--- src/rtl/trig_pkg.sv ---
// Shared definitions for the trig datapath scheduler.
// Declares the datapath widths, the op encoding, the FSM state enum and the
// response payload struct that trig_sched registers.
package trig_pkg;

  localparam int unsigned ANGLE_W = 8;
  localparam int unsigned HEX_W   = 24;
  localparam int unsigned CNT_W   = 4;   // settle counter, covers 1..15

  localparam logic TRIG_SIN = 1'b0;
  localparam logic TRIG_COS = 1'b1;

  typedef enum logic [1:0] {
    ST_IDLE,
    ST_SETTLE,
    ST_RESP
  } trig_state_e;

  typedef struct packed {
    logic             id;
    logic             neg;
    logic [HEX_W-1:0] hex;
  } trig_rsp_t;

endpackage

--- src/rtl/trig_rr_arb2.sv ---
// Two-input round-robin arbiter.
// Ports: clk, resetn (sync, active-low); req0/req1 request levels;
// accept pulses when the current grant is taken, handing priority to the
// other requester; grant0_c/grant1_c combinational one-hot grants;
// grant_id_c the index of the granted requester.
module trig_rr_arb2 (
  input  logic clk,
  input  logic resetn,
  input  logic req0,
  input  logic req1,
  input  logic accept,
  output logic grant0_c,
  output logic grant1_c,
  output logic grant_id_c
);

  logic prio;  // 0: requester 0 wins a tie, 1: requester 1 wins a tie

  // Priority register: moves to the loser of each accepted grant
  always_ff @(posedge clk) begin
    if (!resetn) begin
      prio <= 1'b0;
    end else if (accept) begin
      prio <= ~grant_id_c;
    end
  end

  // Grant logic
  always_comb begin
    grant0_c   = req0 && (!req1 || !prio);
    grant1_c   = req1 && (!req0 ||  prio);
    grant_id_c = grant1_c;
  end

endmodule

--- src/rtl/trig_sched.sv ---
// Round-robin scheduler for the shared combinational sine/cosine datapath.
// Ports: clk, resetn (sync, active-low);
//   reqN_valid/reqN_ready/reqN_op/reqN_angle: requester handshakes (N=0,1);
//   trig_angle: registered angle feeding both trig units;
//   sine_hex/sine_neg, cos_hex/cos_neg: trig unit results;
//   rsp_valid/rsp_ready/rsp_id/rsp_hex/rsp_neg: response port.
// The angle is held for SETTLE_CYCLES before the selected result is captured.
module trig_sched
  import trig_pkg::*;
#(
  parameter int unsigned SETTLE_CYCLES = 2
) (
  input  logic               clk,
  input  logic               resetn,
  input  logic               req0_valid,
  output logic               req0_ready,
  input  logic               req0_op,
  input  logic [ANGLE_W-1:0] req0_angle,
  input  logic               req1_valid,
  output logic               req1_ready,
  input  logic               req1_op,
  input  logic [ANGLE_W-1:0] req1_angle,
  output logic [ANGLE_W-1:0] trig_angle,
  input  logic [HEX_W-1:0]   sine_hex,
  input  logic               sine_neg,
  input  logic [HEX_W-1:0]   cos_hex,
  input  logic               cos_neg,
  output logic               rsp_valid,
  input  logic               rsp_ready,
  output logic               rsp_id,
  output logic [HEX_W-1:0]   rsp_hex,
  output logic               rsp_neg
);

  trig_state_e      state, state_nxt;
  logic [CNT_W-1:0] cnt;
  logic             lat_op;
  logic             lat_id;
  trig_rsp_t        rsp_q;
  logic             rsp_vld_q;

  logic             grant0_c, grant1_c, grant_id_c;
  logic             in_idle_c;
  logic             accept_c;
  trig_rsp_t        sel_c;

  trig_rr_arb2 u_arb (
    .clk        (clk),
    .resetn     (resetn),
    .req0       (req0_valid),
    .req1       (req1_valid),
    .accept     (accept_c),
    .grant0_c   (grant0_c),
    .grant1_c   (grant1_c),
    .grant_id_c (grant_id_c)
  );

  // Handshake decode; readies are forced low during reset
  always_comb begin
    in_idle_c  = resetn && (state == ST_IDLE);
    req0_ready = in_idle_c && grant0_c;
    req1_ready = in_idle_c && grant1_c;
    accept_c   = req0_ready || req1_ready;
  end

  // Result select from the unit matching the latched op
  always_comb begin
    sel_c.id  = lat_id;
    sel_c.hex = (lat_op == TRIG_COS) ? cos_hex : sine_hex;
    sel_c.neg = (lat_op == TRIG_COS) ? cos_neg : sine_neg;
  end

  // State register
  always_ff @(posedge clk) begin
    if (!resetn) begin
      state <= ST_IDLE;
    end else begin
      state <= state_nxt;
    end
  end

  // Next-state logic
  always_comb begin
    state_nxt = state;
    case (state)
      ST_IDLE: begin
        if (accept_c) state_nxt = ST_SETTLE;
      end
      ST_SETTLE: begin
        if (cnt == '0) state_nxt = ST_RESP;
      end
      ST_RESP: begin
        if (rsp_ready) state_nxt = ST_IDLE;
      end
      default: state_nxt = ST_IDLE;
    endcase
  end

  // Request latch, settle counter and response capture
  always_ff @(posedge clk) begin
    if (!resetn) begin
      trig_angle <= '0;
      cnt        <= '0;
      lat_op     <= 1'b0;
      lat_id     <= 1'b0;
      rsp_q      <= '0;
      rsp_vld_q  <= 1'b0;
    end else begin
      case (state)
        ST_IDLE: begin
          if (accept_c) begin
            lat_op     <= grant_id_c ? req1_op    : req0_op;
            lat_id     <= grant_id_c;
            trig_angle <= grant_id_c ? req1_angle : req0_angle;
            cnt        <= CNT_W'(SETTLE_CYCLES - 1);
          end
        end
        ST_SETTLE: begin
          if (cnt == '0) begin
            rsp_q     <= sel_c;
            rsp_vld_q <= 1'b1;
          end else begin
            cnt <= cnt - CNT_W'(1);
          end
        end
        ST_RESP: begin
          if (rsp_ready) rsp_vld_q <= 1'b0;
        end
        default: begin
        end
      endcase
    end
  end

  assign rsp_valid = rsp_vld_q;
  assign rsp_id    = rsp_q.id;
  assign rsp_hex   = rsp_q.hex;
  assign rsp_neg   = rsp_q.neg;

endmodule

--- config.mk ---
export PLATFORM = sky130hd
export DESIGN_NAME = trig_sched
export DESIGN_NICKNAME = d
export VERILOG_FILES = /design/src/rtl/trig_pkg.sv /design/src/rtl/trig_rr_arb2.sv /design/src/rtl/trig_sched.sv
export SDC_FILE = /design/constraint.sdc
export NUM_CORES = 1
export LEC_CHECK = 0
export ABC_CLOCK_PERIOD_IN_PS = 4800
export CAP_MARGIN = 20
export CORE_MARGIN = 2
export CORE_UTILIZATION = 45
export CTS_BUF_LIST = sky130_fd_sc_hd__clkbuf_2
export DETAILED_ROUTE_END_ITERATION = 10
export PLACE_DENSITY_LB_ADDON = 0.15
export SLEW_MARGIN = 5
export SYNTH_ARGS = -nofsm -noshare
export SYNTH_HDL_FRONTEND = slang
export SYNTH_SLANG_ARGS = --single-unit
--- constraint.sdc ---
create_clock -name clk -period 4.8 [get_ports clk]
set_clock_uncertainty 0.05 [all_clocks]
set_input_delay 1.44 -clock clk [delete_from_list [all_inputs] [get_ports clk]]
set_output_delay 1.44 -clock clk [all_outputs]
set_load 0.1 [all_outputs]
==> impl_metrics.xml, run 1 <==
<?xml version="1.0" encoding="UTF-8"?>
<metrics>
  <group name="sta">
    <metric name="max_freq" unit="GHz">0.230</metric>
    <metric name="setup_repair_after_global_routing_missed_its_margin" unit="">false</metric>
    <metric name="period_needed" unit="ns">4.35</metric>
    <metric name="final-max-slew-violation-count" unit="">0</metric>
    <metric name="finalCritPeriodShare" unit="">0.906</metric>
    <metric name="hold_violations" unit="">0</metric>
    <metric name="timing.final.setup_violations" unit="">0</metric>
    <metric name="timing.slew.headroom" unit="">0.334</metric>
    <metric name="max_slew.worst_pin.slew" unit="ns">0.996</metric>
    <metric name="fin_tns_setup" unit="ns">0</metric>
  </group>
  <group name="layout">
    <metric name="synthToLayoutAreaGrowth" unit="%">50.0</metric>
    <metric name="nets" unit="">395</metric>
    <metric name="layout.filler_cells" unit="">402</metric>
    <metric name="antenna_cells" unit="">0</metric>
    <metric name="final_cell_count_no_fill" unit="">389</metric>
    <metric name="post_route_cells_drive_above_1_share" unit="">0.161</metric>
  </group>
  <group name="clocking">
    <metric name="tritoncts" unit="">yes</metric>
    <metric name="cts.repair_timing.setup_buffer_count" unit="">0</metric>
    <metric name="ctsResizeCount" unit="">0</metric>
    <metric name="clock_tree.htree_level_count" unit="">2</metric>
    <metric name="cts.sink_count" unit="">44</metric>
    <metric name="clock-root-buffer" unit="">sky130_fd_sc_hd__clkbuf_2</metric>
    <metric name="cts_hold_buffers" unit="">0</metric>
    <metric name="cts_made_buffers" unit="">5</metric>
    <metric name="worst_skew_pair.late_latency" unit="ns">0.42</metric>
    <metric name="clkSlewWorstSetupHoldPaths" unit="ns">0.22</metric>
    <metric name="cts-root-to-sink-buffers" unit="">2</metric>
  </group>
  <group name="drt">
    <metric name="remaining_drc_errors" unit="">0</metric>
    <metric name="post_drt_wl_per_cell" unit="um">15.2</metric>
    <metric name="finalWirelength" unit="um">5920</metric>
    <metric name="dr_total_vias" unit="">2132</metric>
    <metric name="met2_length" unit="um">2840</metric>
    <metric name="drt-initial-drc-count" unit="">98</metric>
    <metric name="dr.pass1.iters" unit="">4</metric>
    <metric name="met3_length" unit="um">502</metric>
    <metric name="vias_per_cell" unit="">5.48</metric>
    <metric name="topRoutingLayerUsed" unit="">met4</metric>
    <metric name="final_antenna_net_count" unit="">0</metric>
    <metric name="routedLengthMet1" unit="um">2480</metric>
  </group>
  <group name="yosys">
    <metric name="synth_largest_area_cell" unit="">sky130_fd_sc_hd__dfxtp_1</metric>
    <metric name="synth.top_cell.area_share" unit="">0.384</metric>
    <metric name="synth_area" unit="sq um">2300</metric>
    <metric name="number_of_enable_type_register_cells_in_the_synthesized_netlist" unit="">0</metric>
    <metric name="synth.yosys.warnings" unit="">0</metric>
    <metric name="synth.avg_cell_area" unit="sq um">10.4</metric>
    <metric name="asyncSetResetFlopFracSynth" unit="">0</metric>
    <metric name="synth_flop_cell" unit="">sky130_fd_sc_hd__dfxtp_1</metric>
    <metric name="yosysSeqAreaShare" unit="">0.384</metric>
    <metric name="syn-instance-count" unit="">220</metric>
    <metric name="synth.lib_cells_used.distinct" unit="">44</metric>
    <metric name="syn-num-nets" unit="">294</metric>
    <metric name="netlist_top_cells_area" unit="">sky130_fd_sc_hd__dfxtp_1, sky130_fd_sc_hd__a211oi_2, sky130_fd_sc_hd__mux2i_1</metric>
    <metric name="postSynthRegisterBits" unit="">44</metric>
  </group>
  <group name="floorplanning">
    <metric name="area_enclosed_by_the_die_boundary" unit="sq um">5690</metric>
    <metric name="rows" unit="">25</metric>
    <metric name="io-pin-count" unit="">110</metric>
    <metric name="placeableCoreArea" unit="sq um">4820</metric>
    <metric name="start_util" unit="">0.477</metric>
    <metric name="die_h" unit="um">75.4</metric>
    <metric name="chipWidth" unit="um">75.4</metric>
  </group>
  <group name="setup_path">
    <metric name="critPathBufInv" unit="">3</metric>
    <metric name="start_kind" unit="">primary input</metric>
    <metric name="cp_slowest_stage_delay" unit="ns">0.65</metric>
    <metric name="cp_top_family" unit="">buffers and inverters</metric>
    <metric name="critical_path_depth" unit="">4</metric>
    <metric name="worstPathCellList" unit="">clkdlybuf4s50_1, inv_1, nor3_4, buf_12</metric>
    <metric name="r2r_cells" unit="">6</metric>
    <metric name="crit_path_top_delay_cell" unit="">sky130_fd_sc_hd__clkdlybuf4s50_1</metric>
    <metric name="criticalPathCategory" unit="">primary input to primary output</metric>
    <metric name="timing.critical_path.required" unit="ns">3.31</metric>
    <metric name="critical_path.startpoint" unit="">req1_valid</metric>
    <metric name="r2r_path_start" unit="">cnt[0]</metric>
    <metric name="path_max_fanout" unit="">10</metric>
    <metric name="crit_arrival" unit="ns">2.86</metric>
    <metric name="worstSetupEndpointType" unit="">primary output</metric>
  </group>
  <group name="global_routing">
    <metric name="number_of_global_route_vias_before_repair" unit="">1984</metric>
    <metric name="grt_max_degree" unit="">32</metric>
    <metric name="globalRouteOverflowTotal" unit="">0</metric>
    <metric name="total_grt_usage" unit="">0.205</metric>
    <metric name="wire_length_of_the_first_global_routing_pass" unit="um">8960</metric>
    <metric name="grt_antenna_before_repair" unit="">0</metric>
  </group>
  <group name="hold_path">
    <metric name="holdPathStages" unit="">2</metric>
    <metric name="worst_hold_startpoint" unit="">lat_id</metric>
    <metric name="min-delay-path-class" unit="">register to register</metric>
  </group>
  <group name="run">
    <metric name="max_cap_violations" unit="">0</metric>
  </group>
  <group name="power_and_ir_drop">
    <metric name="power_leakage" unit="nW">1.19</metric>
    <metric name="totalPowerFinal" unit="W">0.00117</metric>
    <metric name="worst_ir_drop_vdd" unit="mV">0.202</metric>
    <metric name="cellPowerDensity" unit="nW/um^2">339</metric>
  </group>
  <group name="placement">
    <metric name="cell_count_post_placement" unit="">381</metric>
    <metric name="detailedPlacementHpwl" unit="um">4400</metric>
    <metric name="number_of_buffers_inserted_by_port_buffering" unit="">109</metric>
    <metric name="place.gp.congestion" unit="">0.889</metric>
  </group>
  <group name="status">
    <metric name="status" unit="">finished clean</metric>
  </group>
</metrics>
final timing paths:
path	to	slack, ns
max reg2reg	rsp_hex[11]	2.84
max	req1_ready	0.45
min reg2reg	rsp_id	0.45
min	rsp_id	0.45
cells by family (layout without fill, tap and decap cells):
group	Yosys count	in the layout	share of synthesized area
mux	25	25	0.109
fa+ha+maj	1	1	0.00545
buf+inv	27	129	0.0779
flops	44	44	0.384
compound gates	90	90	0.318
simple gates	33	33	0.106
worst min-delay path, cell delays in order, from the launching register on:
cell and delay (ns):
sky130_fd_sc_hd__dfxtp_1 0.38, sky130_fd_sc_hd__nand3_1 0.07, sky130_fd_sc_hd__a21oi_1 0.05
flip-flops by register name, summed over array words and instances, names as in the netlist:
| register | flops |
|---|---|
| state | 2 |
| u_arb.prio | 1 |
| rsp_neg | 1 |
| trig_angle | 8 |
| lat_op | 1 |
| rsp_id | 1 |
| lat_id | 1 |
| cnt | 4 |
| rsp_hex | 24 |
| rsp_valid | 1 |
through the flow:
step           setup slack (ns)   util  cell area, sq um  hold slack (ns)
2_1_floorplan             0.607      -              2300            0.393
3_3_place_gp              0.447  0.701              3380            0.413
3_5_place_dp              0.457  0.701              3380            0.425
4_1_cts                   0.449  0.715              3440            0.442
5_1_grt                   0.386  0.715              3440            0.463
6_report                  0.450  0.715              3440            0.453
per-layer routing:
metal / GRT usage / vias up
li1: - / 1047
met1: 0.249 / 984
met2: 0.349 / 91
met3: 0.0582 / 10
met4: 0.0702 / 0
met5: 0 / -
power breakdown:
part / total, W / internal [W] / switching, W
logic: 0.000529 / 0.000178 / 0.000351
registers: 0.000426 / 0.000401 / 0.0000256
clock network: 0.000211 / 0.0000874 / 0.000123
cell usage in the layout (no fill, tap or decap), types with 6 or more instances in the layout:
cell,synthesis,routed
sky130_fd_sc_hd__a211oi_2,20,20
sky130_fd_sc_hd__nand3_1,6,6
sky130_fd_sc_hd__a311oi_1,6,6
sky130_fd_sc_hd__a21oi_2,9,9
sky130_fd_sc_hd__clkdlybuf4s50_1,0,107
sky130_fd_sc_hd__a21oi_1,27,27
sky130_fd_sc_hd__inv_1,6,6
sky130_fd_sc_hd__o21ai_0,7,7
sky130_fd_sc_hd__dfxtp_1,44,44
sky130_fd_sc_hd__mux2i_1,25,25
cells in the mapped netlist, types with 2 or more instances:
library cell / count
sky130_fd_sc_hd__a21oi_2: 9
sky130_fd_sc_hd__a21oi_1: 27
sky130_fd_sc_hd__o21ai_0: 7
sky130_fd_sc_hd__a311oi_1: 6
sky130_fd_sc_hd__a211oi_1: 5
sky130_fd_sc_hd__buf_12: 2
sky130_fd_sc_hd__and2_1: 2
sky130_fd_sc_hd__buf_6: 3
sky130_fd_sc_hd__nor2_1: 2
sky130_fd_sc_hd__o21a_1: 2
sky130_fd_sc_hd__dfxtp_1: 44
sky130_fd_sc_hd__buf_4: 4
sky130_fd_sc_hd__a221o_1: 4
sky130_fd_sc_hd__inv_1: 6
sky130_fd_sc_hd__a211oi_2: 20
sky130_fd_sc_hd__nor3_1: 3
sky130_fd_sc_hd__nand3_1: 6
sky130_fd_sc_hd__clkbuf_1: 4
sky130_fd_sc_hd__o311a_1: 4
sky130_fd_sc_hd__mux2i_1: 25
sky130_fd_sc_hd__buf_2: 6
sky130_fd_sc_hd__o32ai_1: 2
sky130_fd_sc_hd__nand4b_1: 2
sky130_fd_sc_hd__nand2_1: 5
cell type report:
cell class,instances,area [sq um],area share
timing repair buffer,114,1150,0.334
clock inverter,3,42.5,0.0124
tap,67,83.8,0.0243
multi-input combinational,149,1240,0.359
sequential,44,881,0.256
inverter,7,26.3,0.00763
clock buffer,5,25.0,0.00727
Power figures use the tool's default switching activity.
==> run 2, diff against run 1 <==
- ABC_AREA: unset -> 1
- ABC_CLOCK_PERIOD_IN_PS: 4800 -> 4400
- CORE_UTILIZATION: 45 -> 41
- clock period: 4.8 -> 4.4 ns (I/O delays scaled with it)
==> impl_metrics.xml, run 2 <==
<?xml version="1.0" encoding="UTF-8"?>
<metrics>
  <group name="yosys">
    <metric name="postSynthRegisterBits" unit="">44</metric>
    <metric name="number_of_enable_type_register_cells_in_the_synthesized_netlist" unit="">0</metric>
    <metric name="synth.yosys.warnings" unit="">0</metric>
    <metric name="yosysSeqAreaShare" unit="">0.406</metric>
    <metric name="synth.lib_cells_used.distinct" unit="">23</metric>
    <metric name="netlist_top_cells_area" unit="">sky130_fd_sc_hd__dfxtp_1, sky130_fd_sc_hd__nand2_1, sky130_fd_sc_hd__nor2_1</metric>
    <metric name="synth_area" unit="sq um">2170</metric>
    <metric name="syn-instance-count" unit="">334</metric>
    <metric name="synth.top_cell.area_share" unit="">0.406</metric>
    <metric name="yosys-top-cells-count" unit="">sky130_fd_sc_hd__nand2_1, sky130_fd_sc_hd__nor2_1, sky130_fd_sc_hd__o21ai_0</metric>
    <metric name="syn-num-nets" unit="">408</metric>
    <metric name="synth_most_common_cell" unit="">sky130_fd_sc_hd__nand2_1</metric>
    <metric name="asyncSetResetFlopFracSynth" unit="">0</metric>
    <metric name="synth_flop_cell" unit="">sky130_fd_sc_hd__dfxtp_1</metric>
    <metric name="synth_largest_area_cell" unit="">sky130_fd_sc_hd__dfxtp_1</metric>
    <metric name="synth.avg_cell_area" unit="sq um">6.50</metric>
  </group>
  <group name="drt">
    <metric name="dr.pass1.iters" unit="">4</metric>
    <metric name="drt-initial-drc-count" unit="">78</metric>
    <metric name="vias_per_cell" unit="">4.49</metric>
    <metric name="dr_total_vias" unit="">2289</metric>
    <metric name="final_antenna_net_count" unit="">0</metric>
    <metric name="finalWirelength" unit="um">5580</metric>
    <metric name="remaining_drc_errors" unit="">0</metric>
    <metric name="post_drt_wl_per_cell" unit="um">10.9</metric>
  </group>
  <group name="placement">
    <metric name="place.gp.congestion" unit="">0.798</metric>
    <metric name="detailedPlacementHpwl" unit="um">4050</metric>
    <metric name="number_of_buffers_inserted_by_port_buffering" unit="">109</metric>
    <metric name="instance_area_at_placement" unit="sq um">3300</metric>
    <metric name="cell_count_post_placement" unit="">502</metric>
  </group>
  <group name="sta">
    <metric name="max_freq" unit="GHz">0.256</metric>
    <metric name="timing.final.setup_violations" unit="">0</metric>
    <metric name="hold_violations" unit="">0</metric>
    <metric name="final-max-slew-violation-count" unit="">0</metric>
    <metric name="period_needed" unit="ns">3.91</metric>
    <metric name="timing.slew.headroom" unit="">0.331</metric>
    <metric name="setup_repair_after_global_routing_missed_its_margin" unit="">false</metric>
    <metric name="fin_tns_setup" unit="ns">0</metric>
    <metric name="finalCritPeriodShare" unit="">0.888</metric>
    <metric name="max_slew.worst_pin.slew" unit="ns">1.00</metric>
  </group>
  <group name="floorplanning">
    <metric name="die_h" unit="um">76.7</metric>
    <metric name="start_util" unit="">0.425</metric>
    <metric name="placeableCoreArea" unit="sq um">5110</metric>
    <metric name="area_enclosed_by_the_die_boundary" unit="sq um">5890</metric>
    <metric name="chipWidth" unit="um">76.7</metric>
    <metric name="rows" unit="">26</metric>
    <metric name="io-pin-count" unit="">110</metric>
  </group>
  <group name="clocking">
    <metric name="ctsResizeCount" unit="">0</metric>
    <metric name="clock-root-buffer" unit="">sky130_fd_sc_hd__clkbuf_2</metric>
    <metric name="worst_skew_pair.late_latency" unit="ns">0.41</metric>
    <metric name="cts_made_buffers" unit="">5</metric>
    <metric name="clock_tree.htree_level_count" unit="">2</metric>
    <metric name="tritoncts" unit="">yes</metric>
    <metric name="cts-root-to-sink-buffers" unit="">2</metric>
    <metric name="cts_hold_buffers" unit="">0</metric>
    <metric name="clkSlewWorstSetupHoldPaths" unit="ns">0.22</metric>
    <metric name="cts.repair_timing.setup_buffer_count" unit="">0</metric>
    <metric name="cts.sink_count" unit="">44</metric>
  </group>
  <group name="layout">
    <metric name="mostFrequentLayoutCells" unit="">sky130_fd_sc_hd__clkdlybuf4s50_1, sky130_fd_sc_hd__nand2_1, sky130_fd_sc_hd__nor2_1</metric>
    <metric name="final_cell_count_no_fill" unit="">510</metric>
    <metric name="max_ffs_per_register" unit="">24</metric>
    <metric name="synthToLayoutAreaGrowth" unit="%">55.4</metric>
    <metric name="final_design_area_no_fill" unit="sq um">3370</metric>
    <metric name="layout.cells.most_common" unit="">sky130_fd_sc_hd__clkdlybuf4s50_1</metric>
    <metric name="post_route_cells_drive_above_1_share" unit="">0.0614</metric>
    <metric name="nets" unit="">513</metric>
    <metric name="antenna_cells" unit="">0</metric>
  </group>
  <group name="global_routing">
    <metric name="number_of_global_route_vias_before_repair" unit="">2233</metric>
    <metric name="wire_length_of_the_first_global_routing_pass" unit="um">9740</metric>
    <metric name="grt_antenna_before_repair" unit="">0</metric>
    <metric name="grt_use_met3" unit="">0.0812</metric>
    <metric name="total_grt_usage" unit="">0.202</metric>
    <metric name="globalRouteMet2Util" unit="">0.354</metric>
    <metric name="grt_max_degree" unit="">52</metric>
    <metric name="global_route.peak_usage_layer" unit="">met2</metric>
    <metric name="globalRouteOverflowTotal" unit="">0</metric>
    <metric name="gr-usage-met1" unit="">0.222</metric>
  </group>
  <group name="setup_path">
    <metric name="cp_slowest_stage_delay" unit="ns">0.46</metric>
    <metric name="worstSetupEndpointType" unit="">primary output</metric>
    <metric name="crit_arrival" unit="ns">2.54</metric>
    <metric name="worstPathCellList" unit="">clkdlybuf4s50_1, nand2_1, nand2_2, nor2_2, buf_12</metric>
    <metric name="start_kind" unit="">primary input</metric>
    <metric name="cp_top_family" unit="">buffers and inverters</metric>
    <metric name="timing.critical_path.required" unit="ns">3.03</metric>
    <metric name="criticalPathCategory" unit="">primary input to primary output</metric>
    <metric name="critPathBufInv" unit="">2</metric>
    <metric name="crit_path_top_delay_cell" unit="">sky130_fd_sc_hd__clkdlybuf4s50_1</metric>
    <metric name="path_max_fanout" unit="">10</metric>
  </group>
  <group name="power_and_ir_drop">
    <metric name="cellPowerDensity" unit="nW/um^2">433</metric>
    <metric name="worst_ir_drop_vdd" unit="mV">0.206</metric>
    <metric name="power_leakage" unit="nW">1.52</metric>
  </group>
  <group name="run">
    <metric name="max_cap_violations" unit="">0</metric>
  </group>
  <group name="status">
    <metric name="status" unit="">finished clean</metric>
  </group>
  <group name="hold_path">
    <metric name="min-delay-path-class" unit="">register to register</metric>
  </group>
</metrics>
## run 2: final timing paths
kind | cells past startpoint | slack [ns] | from | endpoint
max | 5 | 0.49 | req0_valid | req1_ready
min | 2 | 0.43 | trig_angle[7] | trig_angle[7]
max reg2reg | 9 | 2.55 | cnt[0] | rsp_hex[22]
min reg2reg | 2 | 0.43 | trig_angle[7] | trig_angle[7]
## run 2: kinds of logic after synthesis
family	share of synthesized area
simple gates	0.323
compound gates	0.158
buf+inv	0.107
flops	0.406
fa+ha+maj	0.00577
## run 2: metal layers
metal | part of all wire | up-vias
met4 | 0.018 | 0
met3 | 0.075 | 8
met2 | 0.47 | 65
met1 | 0.43 | 976
li1 | - | 1240
met5 | 0 | -
## run 2: worst min-delay path: stages (launching register included)
cell                      delay [ns]
sky130_fd_sc_hd__dfxtp_1        0.36
sky130_fd_sc_hd__nand2_1        0.06
sky130_fd_sc_hd__a21oi_1        0.05
## run 2: per-stage QoR
stage / hold slack, ns / power (W) / util / setup WS [ns]
finish: 0.431 / 0.00146 / 0.660 / 0.492
CTS: 0.433 / 0.00147 / 0.660 / 0.491
floorplan: 0.401 / 0.00104 / - / 0.652
global route: 0.446 / 0.00154 / 0.660 / 0.409
global placement: 0.399 / 0.00123 / 0.647 / 0.553
detailed placement: 0.409 / 0.00124 / 0.647 / 0.498
## run 2: final cells by class
class	count	area, sq um
Clock buffer	5	25.0
Clock inverter	3	42.5
Fill cell	484	1740
Inverter	40	153
Multi-Input combinational cell	237	1060
Sequential cell	44	881
Tap cell	70	87.6
Timing Repair Buffer	111	1130
## run 2: power breakdown
group	internal, W	total [W]	switching (W)
clock	0.0000947	0.000229	0.000134
combinational	0.000206	0.000740	0.000534
sequential	0.000460	0.000489	0.0000292
